[src/rtl/edf_sched_pkg.sv]
// edf_sched_pkg: shared state encoding and wrap-around deadline helpers for EDF blocks
package edf_sched_pkg;

  localparam int DW_DEF = 16;

  typedef enum logic [2:0] {
    ST_IDLE   = 3'd0,
    ST_PICK   = 3'd1,
    ST_ISSUE  = 3'd2,
    ST_HOLD   = 3'd3,
    ST_SETTLE = 3'd4
  } state_t;

  // a is earlier than b when (a - b) mod 2^w has its top bit set; valid for w <= 32
  function automatic logic earlier(input logic [31:0] a, input logic [31:0] b, input int w);
    logic [31:0] d;
    logic [4:0]  s;
    d = a - b;
    s = w[4:0] - 5'd1;
    return d[s];
  endfunction

  // a deadline is expired when it lies strictly before the current time
  function automatic logic expired(input logic [31:0] d, input logic [31:0] t, input int w);
    return earlier(d, t, w);
  endfunction

endpackage

[src/rtl/edf_min_tree.sv]
// edf_min_tree: combinational tournament picking the earliest valid head, ties to lower index
module edf_min_tree
  import edf_sched_pkg::*;
#(
  parameter int N  = 4,
  parameter int DW = DW_DEF
) (
  input  logic [N-1:0]         q_valid,
  input  logic [N*DW-1:0]      q_head,
  output logic                 any_valid,
  output logic [$clog2(N)-1:0] min_idx,
  output logic [DW-1:0]        min_data
);

  localparam int IW = $clog2(N);
  localparam int P  = 1 << IW;

  // heap layout: node k has children 2k and 2k+1, leaves live at P..2P-1
  logic          w_v [1:2*P-1];
  logic [DW-1:0] w_d [1:2*P-1];
  logic [IW-1:0] w_i [1:2*P-1];

  for (genvar l = 0; l < P; l++) begin : g_leaf
    if (l < N) begin : g_real
      assign w_v[P+l] = q_valid[l];
      assign w_d[P+l] = q_valid[l] ? q_head[l*DW +: DW] : '0;
    end else begin : g_pad
      assign w_v[P+l] = 1'b0;
      assign w_d[P+l] = '0;
    end
    assign w_i[P+l] = IW'(l);
  end

  // right child wins only if strictly earlier, so equal deadlines keep the lower index
  for (genvar k = 1; k < P; k++) begin : g_node
    logic w_r;
    assign w_r    = w_v[2*k+1] && (!w_v[2*k] || earlier(32'(w_d[2*k+1]), 32'(w_d[2*k]), DW));
    assign w_v[k] = w_v[2*k] | w_v[2*k+1];
    assign w_d[k] = w_r ? w_d[2*k+1] : w_d[2*k];
    assign w_i[k] = w_r ? w_i[2*k+1] : w_i[2*k];
  end

  assign any_valid = w_v[1];
  assign min_idx   = w_i[1];
  assign min_data  = w_d[1];

endmodule

[src/rtl/edf_sched.sv]
// edf_sched: earliest-deadline-first scheduler popping N prio_fifo heads onto a valid/ready egress
module edf_sched
  import edf_sched_pkg::*;
#(
  parameter int N       = 4,
  parameter int DW      = DW_DEF,
  parameter int SETTLE  = 2,
  parameter int DROP_EN = 1
) (
  input  logic                 clk,
  input  logic                 rst,
  input  logic [N-1:0]         q_valid,
  input  logic [N*DW-1:0]      q_head,
  output logic [N-1:0]         q_re,
  input  logic [DW-1:0]        now,
  output logic                 out_valid,
  input  logic                 out_ready,
  output logic [DW-1:0]        out_data,
  output logic [$clog2(N)-1:0] out_port,
  output logic [15:0]          drop_cnt,
  output logic                 busy
);

  localparam int IW = $clog2(N);
  localparam int CW = SETTLE > 1 ? $clog2(SETTLE) : 1;

  state_t        r_state, w_next, w_after;
  logic          w_any, w_drop;
  logic [IW-1:0] w_min_idx;
  logic [DW-1:0] w_min_data;
  logic [IW-1:0] r_win_idx;
  logic [DW-1:0] r_win_data;
  logic          r_win_exp;
  logic          r_out_valid;
  logic [DW-1:0] r_out_data;
  logic [IW-1:0] r_out_port;
  logic [15:0]   r_drop_cnt;
  logic [CW-1:0] r_cnt;

  edf_min_tree #(.N(N), .DW(DW)) u_tree (
    .q_valid  (q_valid),
    .q_head   (q_head),
    .any_valid(w_any),
    .min_idx  (w_min_idx),
    .min_data (w_min_data)
  );

  assign w_drop  = (DROP_EN != 0) && r_win_exp;
  assign w_after = (SETTLE == 0) ? ST_IDLE : ST_SETTLE;

  // state register
  always_ff @(posedge clk) begin
    if (rst) r_state <= ST_IDLE;
    else     r_state <= w_next;
  end

  // next-state decode; HOLD only exits on the handshake, SETTLE after SETTLE cycles
  always_comb begin
    w_next = r_state;
    case (r_state)
      ST_IDLE:   w_next = |q_valid ? ST_PICK : ST_IDLE;
      ST_PICK:   w_next = w_any ? ST_ISSUE : ST_IDLE;
      ST_ISSUE:  w_next = w_drop ? w_after : ST_HOLD;
      ST_HOLD:   w_next = out_ready ? w_after : ST_HOLD;
      ST_SETTLE: w_next = (r_cnt == CW'(SETTLE - 1)) ? ST_IDLE : ST_SETTLE;
      default:   w_next = ST_IDLE;
    endcase
  end

  // winner capture, egress registers, drop counter and settle counter
  always_ff @(posedge clk) begin
    if (rst) begin
      r_win_idx   <= '0;
      r_win_data  <= '0;
      r_win_exp   <= 1'b0;
      r_out_valid <= 1'b0;
      r_out_data  <= '0;
      r_out_port  <= '0;
      r_drop_cnt  <= '0;
      r_cnt       <= '0;
    end else begin
      if (r_state == ST_PICK && w_any) begin
        r_win_idx  <= w_min_idx;
        r_win_data <= w_min_data;
        r_win_exp  <= expired(32'(w_min_data), 32'(now), DW);
      end
      if (r_state == ST_ISSUE && w_drop)
        r_drop_cnt <= (&r_drop_cnt) ? r_drop_cnt : r_drop_cnt + 16'd1;
      if (r_state == ST_ISSUE && !w_drop) begin
        r_out_valid <= 1'b1;
        r_out_data  <= r_win_data;
        r_out_port  <= r_win_idx;
      end
      if (r_state == ST_HOLD && out_ready)
        r_out_valid <= 1'b0;
      r_cnt <= (r_state == ST_SETTLE) ? r_cnt + 1'b1 : '0;
    end
  end

  assign q_re      = (r_state == ST_ISSUE) ? N'(1) << r_win_idx : '0;
  assign out_valid = r_out_valid;
  assign out_data  = r_out_data;
  assign out_port  = r_out_port;
  assign drop_cnt  = r_drop_cnt;
  assign busy      = r_state != ST_IDLE;

endmodule

[config.mk]
export PLATFORM = sky130hd
export DESIGN_NAME = edf_sched
export DESIGN_NICKNAME = d
export VERILOG_FILES = /design/src/rtl/edf_sched_pkg.sv /design/src/rtl/edf_min_tree.sv /design/src/rtl/edf_sched.sv
export SDC_FILE = /design/constraint.sdc
export NUM_CORES = 1
export LEC_CHECK = 0
export CAP_MARGIN = 10
export CORE_ASPECT_RATIO = 1.5
export CORE_MARGIN = 2
export CORE_UTILIZATION = 45
export CTS_BUF_LIST = sky130_fd_sc_hd__clkbuf_16
export DETAILED_ROUTE_END_ITERATION = 10
export PLACE_DENSITY = 0.74
export REMOVE_ABC_BUFFERS = 1
export SYNTH_ARGS = -nofsm -noshare
export SYNTH_HDL_FRONTEND = slang
export SYNTH_SLANG_ARGS = --single-unit
[constraint.sdc]
create_clock -name clk -period 24.6 [get_ports clk]
set_clock_uncertainty 0.1 [all_clocks]
set_input_delay 3.69 -clock clk [delete_from_list [all_inputs] [get_ports clk]]
set_output_delay 3.69 -clock clk [all_outputs]
set_load 0.005 [all_outputs]
# After elaboration in Yosys (flattened, before gate mapping)
# Index checks and enable logic that the tools add are counted.
[classes]
n_mux = 17
eq_ne = 4
bitwise = 5
shifts = 1
n_reduce_logical = 21
add_sub_neg = 6
[op_table]
columns = ["cell", "count"]
rows = [
  ["$mux W16", 7],
  ["$sub A16 B16 Y16", 4],
  ["$add A16 B1 Y16 const B", 1],
  ["$reduce_and A16 Y1", 1],
  ["$pmux W3 S5", 1],
  ["$mux W3", 3],
  ["$logic_and A1 B1 Y1", 7],
  ["$eq A3 B2 Y1 const B", 2],
  ["$logic_not A1 Y1", 4],
  ["$mux W2", 2],
  ["$mux W4", 1],
  ["$reduce_or A2 Y1", 2],
  ["$reduce_or A4 Y1", 1],
  ["$shl A1 B2 Y4 const A", 1],
  ["$eq A3 B1 Y1 const B", 1],
  ["$eq A3 B3 Y1 const B", 1],
  ["$logic_not A3 Y1", 1],
  ["$logic_or A1 B1 Y1", 3],
  ["$mux W1", 3],
  ["$or A1 B1 Y1", 3],
  ["$reduce_bool A3 Y1", 1],
  ["$not A1 Y1", 2],
  ["$reduce_and A2 Y1", 1],
  ["$add A1 B1 Y1 const B", 1],
]
[word_totals]
word_cells = 63
out_inout_bits = 40
input_bits = 87
register_bits = 58

# Logic depth before layout (Yosys ltp)
# Gate-level depths: netlist (run 1).
[depth]
word_depth = 10
ltp_mapped = 38
depth_no_buf = 34

# By module
# From an unflattened synthesis (run 1), not the netlist that was laid out.
[hier_totals]
hier_cells = 644
hier_area_um2 = 4848.4
[by_module_without_submodules]
columns = ["module", "instances", "cells_per_inst", "area_per_inst_um2"]
rows = [
  ["edf_sched", 1, 342, 2736.4],
  ["edf_min_tree", 1, 302, 2112.0],
]

# Worst setup path before layout (run 1)
# OpenSTA, ideal clock, no wires.
[synth_path]
kind = "in2reg"
startpoint = "input q_valid[2]"
endpoint = "register r_win_exp"
stages = 37
setup_slack_ns = 13.303
required_ns = 24.421
arrival_ns = 11.118
cell_sequence = "clkbuf_1 buf_1 buf_1 nand2_1 ha_1 nand4_1 a2111o_1 and4_1 a211o_1 clkbuf_1 clkbuf_1 a31oi_1 inv_1 ha_1 a21o_1 a21o_1 a21oi_1 and2_1 o311a_1 a311o_1 and2_1 o21ai_1 clkbuf_1 o21ai_0 and2_1 ha_1 a21o_1 a21o_1 a21o_1 a21o_1 a21o_1 a21o_1 a221o_1 nor3_1 o211ai_1 a311o_1 o211ai_1"
[synth_via]
elab_chain_cells = 10
word_cells_on_any_way = 14
classes_between = "add/sub (3); mux (3); bitwise (2); reduce/logical (6)"
[synth_rtl]
columns = ["element", "line_no", "text"]
rows = [
  ["start: declaration", "edf_sched.sv:12", "input logic [N-1:0] q_valid,"],
  ["$mux W16", "edf_min_tree.sv:26", "assign w_d[P+l] = q_valid[l] ? q_head[l*DW +: DW] : '0;"],
  ["$sub A16 B16 Y16", "edf_sched_pkg.sv:18", "d = a - b;"],
  ["$logic_or A1 B1 Y1", "edf_min_tree.sv:37", "assign w_r = w_v[2*k+1] && (!w_v[2*k] || earlier(32'(w_d[2*k+1]), 32'(w_d[2*k]), DW));"],
  ["$logic_and A1 B1 Y1", "edf_min_tree.sv:37", ""],
  ["$mux W16", "edf_min_tree.sv:39", "assign w_d[k] = w_r ? w_d[2*k+1] : w_d[2*k];"],
  ["$sub A16 B16 Y16", "edf_sched_pkg.sv:18", ""],
  ["$logic_or A1 B1 Y1", "edf_min_tree.sv:37", ""],
  ["$logic_and A1 B1 Y1", "edf_min_tree.sv:37", ""],
  ["$mux W16 (*)", "edf_min_tree.sv:39", ""],
  ["net u_tree.min_data[8]", "edf_min_tree.sv:12", "output logic [DW-1:0] min_data"],
  ["$sub A16 B16 Y16 (*)", "edf_sched_pkg.sv:18", ""],
  ["end signal: assignment", "edf_sched.sv:85", "r_win_exp <= expired(32'(w_min_data), 32'(now), DW);"],
  ["end: declaration", "edf_sched.sv:33", "logic r_win_exp;"],
]
# Mark *: on every way through the listed nets, which the timed path passes. The rest lies on a longest branch.
# A chain may end at the register's enable or synchronous reset.

# Worst setup path in the final report (run 1)
[layout_path]
startpoint = "input q_valid[0]"
endpoint = "register r_win_exp"
# Same word-level chain as after synthesis.

==> run metrics, run 1 <==
PD cells=55.93 nW/um^2; fin area=6630 um^2; Hold Path Class=flip-flop to flip-flop; vias in the first global route=5,214; Nets=956; Setup-failing EPs final=0; post-synth cell types=64; ANT nets after route=0; fin. max-slew vios=0; max incr delay on CP=0.96 ns; grt total ovfl=0; number of H-tree levels=3; crit end category=flip-flop; Die X=90.42 um; Fmax=79.77 MHz; Yosys reg bits=58; outcome=finished, final reports clean; commonest non-fill, non-tap cell in the layout=clkdlybuf4s50_1; Slew HR=0.2556; Final GP Congestion=0.8985; Layout fillers=1,014; met3 Use GR=0.02658; worst skew pair latency=0.32 ns; placed cell areas=6379 um^2; total power=0.3708 mW; Initial DRT Pass Iterations=8; core area=11,000 um^2; Routed wire per std cell=15.13 um; crit path kind=input port to flip-flop; Core Rows=47; first-pass GRT wire length=23,510 um; Die ar.=12,080 um^2; Final Hold Fails=0; buffers added on ports=126; post-synthesis cell area=5041 um^2; wirelength, routed=14,650 um; Max Cap Violations=0; most frequent cells in the layout=125 x clkdlybuf4s50_1, 111 x nand2_1, 76 x nor2_1; initial antenna violation count=0; Avg Inst Size Synth=7.110 um^2; synth-to-layout area growth=31.52%; # hold bufs at CTS=0; Critical Path RT=24.75 ns; TritonCTS clock tree=yes; layout cells sized above 1=0.04019; share of flip-flops with an asynchronous set or reset after synthesis=0; Post-synth EDFFs=0; GR peak layer=met2; Crit path top cell by count=a21o_1; setup bufs post-CTS=0; via count=5,352; RSZ-0062 raised after global routing=false; crit path DAT=12.68 ns; Ports=127; Diodes inserted=0; post-synthesis cell count=709; die extent in y=133.6 um; drt initial violations=273; total number of yosys warnings=0; Seq/Total Area, Yosys=0.2303; Clock transition at path regs=0.05 ns; crit share post-route=0.5096; GRT Util Overall=0.2394; Residual DRC=0; Max clock buf depth=2; Worst Path Max Fanout=28; DP HPWL=12,110 um; # resized after CTS=0; Leak=2.770 nW; CP startpoint kind=input port; VDD IR-drop max=0.00003680 V; M2 GR Usage=0.4850; Worst Tran Pin Value=1.113 ns; routed vias/inst=5.529; Root Driver=clkbuf_16; Slowest-stage cell, CP=a211oi_4; Final Core Density=0.6029; min Tclk post-route=12.54 ns; ys flop type=dfxtp_1; Initial Util=0.4584; largest net degree at the start of global routing=60; CTS sink count=58; Sum Neg Setup Slack=0 ns; CTS Buf Count=9; met1 usage=0.2394
## critical path, delay by kind of cell
family / cells / cell delay (ns)
adder cells (fa/ha/maj): 3 / 1.04
multiplexers: 1 / 0.27
AO/OA/AOI/OAI: 19 / 5.25
buffers and inverters: 1 / 0.91
AND/OR/NAND/NOR: 8 / 1.50
## logic make-up after synthesis
family          after synthesis  share of synthesized area
simple gates                302                     0.2844
fa+ha+maj                    52                     0.1291
flops                        58                     0.2303
compound gates              183                     0.2370
mux                           8                    0.01663
buf+inv                      85                    0.06602
xor+xnor                     21                    0.03649
## Yosys cell counts, types with 15 or more instances
| library cell | number | area share |
|---|---|---|
| a21oi_1 | 70 | 0.069 |
| a31oi_1 | 19 | 0.024 |
| and2_1 | 29 | 0.036 |
| clkbuf_1 | 27 | 0.020 |
| dfxtp_1 | 58 | 0.23 |
| ha_1 | 52 | 0.13 |
| inv_1 | 51 | 0.038 |
| nand2_1 | 111 | 0.083 |
| nand3_1 | 26 | 0.026 |
| nor2_1 | 76 | 0.057 |
| o211ai_1 | 17 | 0.025 |
| o21ai_0 | 26 | 0.026 |
| xor2_1 | 15 | 0.026 |
## area by class of cell
type                    count  area [um^2]  share of cell area
multi-input cells         566         3552              0.5358
clock buffers               9        225.2             0.03397
well taps                 147        183.9             0.02774
flip-flops and latches     58         1161              0.1751
clock inverters             6        26.28            0.003963
repair buffers            130         1286              0.1940
inverters                  52        195.2             0.02944
## stage by stage
| step | std cells | setup slack, ns | hold WS [ns] |
|---|---|---|---|
| 2_1_floorplan | 676 | 13.82 | 0.3260 |
| 3_3_place_gp | 953 | 11.92 | 0.3426 |
| 3_5_place_dp | 953 | 11.81 | 0.3460 |
| 4_1_cts | 968 | 12.12 | 0.3526 |
| 5_1_grt | 968 | 11.45 | 0.3728 |
| 6_report | 968 | 12.06 | 0.3507 |
## registers in the layout (all words and copies together), names as in the netlist
| name | count |
|---|---|
| r_cnt | 1 |
| r_win_exp | 1 |
| r_win_data | 16 |
| r_state | 3 |
| out_valid | 1 |
| r_win_idx | 2 |
| drop_cnt | 16 |
| out_port | 2 |
| out_data | 16 |
## layer usage
layer | up-vias | wire length, um
li1 | 2698 | -
met1 | 2444 | 5317
met2 | 180 | 8247
met3 | 30 | 614
met4 | 0 | 469
met5 | - | 0
## worst paths after layout
path / depth (start not counted) / slack, ns / from / to
worst max register to register: 8 / 22.22 / r_state[2]$_SDFF_PP0_ / drop_cnt[11]$_SDFFE_PP0P_
worst min-delay path: 2 / 0.35 / r_win_data[7]$_SDFFE_PP0P_ / out_data[7]$_SDFFE_PP0P_
worst min register to register: 2 / 0.35 / r_win_data[7]$_SDFFE_PP0P_ / out_data[7]$_SDFFE_PP0P_
worst max-delay path: 32 / 12.06 / q_valid[0] / r_win_exp$_SDFFE_PP0P_
## power breakdown
group	total [mW]	switching, mW	internal [mW]
registers	0.110	0.00685	0.103
clock network	0.104	0.0388	0.0655
logic	0.157	0.0870	0.0698
total	0.371	0.133	0.238
Power figures use the tool's default switching activity.
==> inputs of run 2 (changes only) <==
--- a/config.mk
+++ b/config.mk
@@ -11,7 +11,7 @@
 export CORE_UTILIZATION = 45
 export CTS_BUF_LIST = sky130_fd_sc_hd__clkbuf_16
 export DETAILED_ROUTE_END_ITERATION = 10
-export PLACE_DENSITY = 0.74
+export PLACE_DENSITY = 0.77
 export REMOVE_ABC_BUFFERS = 1
 export SYNTH_ARGS = -nofsm -noshare
 export SYNTH_HDL_FRONTEND = slang
==> constraint.sdc (replaced) <==
create_clock -name clk -period 10.61 [get_ports clk]
set_clock_uncertainty 0.1 [all_clocks]
set_input_delay 1.5915 -clock clk [delete_from_list [all_inputs] [get_ports clk]]
set_output_delay 1.5915 -clock clk [all_outputs]
set_load 0.005 [all_outputs]
==> run metrics, run 2 (synthesis gave the netlist of run 1 again) <==
CP Launch Point=q_valid[3]; reg2reg end=drop_cnt[11]$_SDFFE_PP0P_; # hold bufs at CTS=0; Die X=90.42 um; Final Hold Fails=0; Place WS=0.6127 ns; clock power share=0.282; Critical Path RT=10.75 ns; crit path kind=input port to flip-flop; Core Rows=47; buffers added on ports=126; via count=5,326; crit share post-route=0.9211; placed cell areas=6409 um^2; wirelength, routed=14,540 um; Internal Power=0.5534 mW; Die ar.=12,080 um^2; Initial DRT Pass Iterations=5; grt total ovfl=0; post-route worst setup slack=0.8372 ns; ANT nets after route=0; number of H-tree levels=3; max incr delay on CP=0.81 ns; synth-to-layout area growth=32.14%; min Tclk post-route=9.773 ns; r2r setup slk=8.19 ns; Sw Ratio=0.3572; Final Core Density=0.6058; Slowest-stage cell, CP=a211o_1; fin area=6661 um^2; routed vias/inst=5.479; TritonCTS clock tree=yes; drt initial violations=195; layout cells sized above 1=0.04606; # resized after CTS=0; most frequent cells in the layout=125 x clkdlybuf4s50_1, 111 x nand2_1, 76 x nor2_1; Worst Path Max Fanout=31; Residual DRC=0; fin. max-slew vios=0; Sw Pwr=0.3075 mW; Diodes inserted=0; Reg power frac=0.296; reg2reg start=r_state[2]$_SDFF_PP0_; setup bufs post-CTS=0; initial antenna violation count=0; outcome=finished, final reports clean; Max clock buf depth=2; Crit path top cell by count=a21o_1; Nets=960; largest net degree at the start of global routing=60; Hold Path Class=flip-flop to flip-flop; Worst Tran Pin Value=1.029 ns; DP HPWL=11,760 um; commonest non-fill, non-tap cell in the layout=clkdlybuf4s50_1; first-pass GRT wire length=23,150 um; GRT Util Overall=0.2326; RSZ-0062 raised after global routing=false; Root Driver=clkbuf_16; core area=11,000 um^2; CTS sink count=58; Ports=127; Initial Util=0.4584; R2R cell count=8; PD cells=129.2 nW/um^2; crit path DAT=9.91 ns; Final GP Congestion=0.9740; Routed wire per std cell=14.95 um; Fmax=102.3 MHz; Leak=2.796 nW; CTS Buf Count=9; VDD IR-drop max=0.00007147 V; Slew HR=0.3138; worst skew pair latency=0.32 ns; capture point of the critical path=r_win_exp$_SDFFE_PP0P_; die extent in y=133.6 um; Hold Worst Slack=0.3525 ns; Max Cap Violations=0; Clock transition at path regs=0.05 ns; Sum Neg Setup Slack=0 ns; CP startpoint kind=input port; power share of the combinational group=0.422; vias in the first global route=5,086; Setup-failing EPs final=0; crit end category=flip-flop
run 2: cell count changes in the layout (fill, tap and decap cells not counted), sizes merged:
cell,delta
buf,+4
inv,+1
clkinv,-1
run 2: power by group through the flow:
| stage | sequential [mW] | combinational [mW] | clock [mW] |
|---|---|---|---|
| floorplan | 0.254 | 0.232 | 0 |
| global placement | 0.258 | 0.354 | 0 |
| detailed placement | 0.258 | 0.361 | 0 |
| CTS | 0.254 | 0.362 | 0.246 |
| global route | 0.257 | 0.406 | 0.258 |
| finish | 0.255 | 0.363 | 0.243 |
run 2: final cells by class:
type,count,area (um^2)
multi-input cells,566,3552
clock inverters,6,27.53
inverters,52,195.2
repair buffers,134,1316
flip-flops and latches,58,1161
well taps,147,183.9
fillers,1048,4335
clock buffers,9,225.2
run 2: metal layers:
| layer | global-route usage | up-vias | share of wire |
|---|---|---|---|
| li1 | - | 2710 | - |
| met1 | 0.2430 | 2436 | 0.40 |
| met2 | 0.4490 | 150 | 0.53 |
| met3 | 0.02715 | 30 | 0.032 |
| met4 | 0.1222 | 0 | 0.038 |
| met5 | 0 | - | 0 |
run 2: stage by stage:
step,power [mW],std cells
5_1_grt,0.9203,972
3_3_place_gp,0.6115,957
4_1_cts,0.8630,972
6_report,0.8609,972
2_1_floorplan,0.4861,676
3_5_place_dp,0.6190,957
run 2: how the worst min path moves through the flow:
stage                                           start                         to  slack (ns)  depth (start not counted)
after floorplan           r_win_data[10]$_SDFFE_PP0P_  out_data[10]$_SDFFE_PP0P_        0.33                          2
after global placement     r_win_data[1]$_SDFFE_PP0P_   out_data[1]$_SDFFE_PP0P_        0.34                          2
after detailed placement  r_win_data[14]$_SDFFE_PP0P_  out_data[14]$_SDFFE_PP0P_        0.34                          2
after CTS                 r_win_data[14]$_SDFFE_PP0P_  out_data[14]$_SDFFE_PP0P_        0.35                          2
after global routing       r_win_data[3]$_SDFFE_PP0P_   out_data[3]$_SDFFE_PP0P_        0.37                          2
final                     r_win_data[14]$_SDFFE_PP0P_  out_data[14]$_SDFFE_PP0P_        0.35                          2
run 2: worst max-delay path: cells and delay by family:
family,cells,cell delay [ns]
AO/OA/AOI/OAI,20,4.95
adder cells (fa/ha/maj),3,0.87
buffers and inverters,4,1.16
AND/OR/NAND/NOR,7,1.31
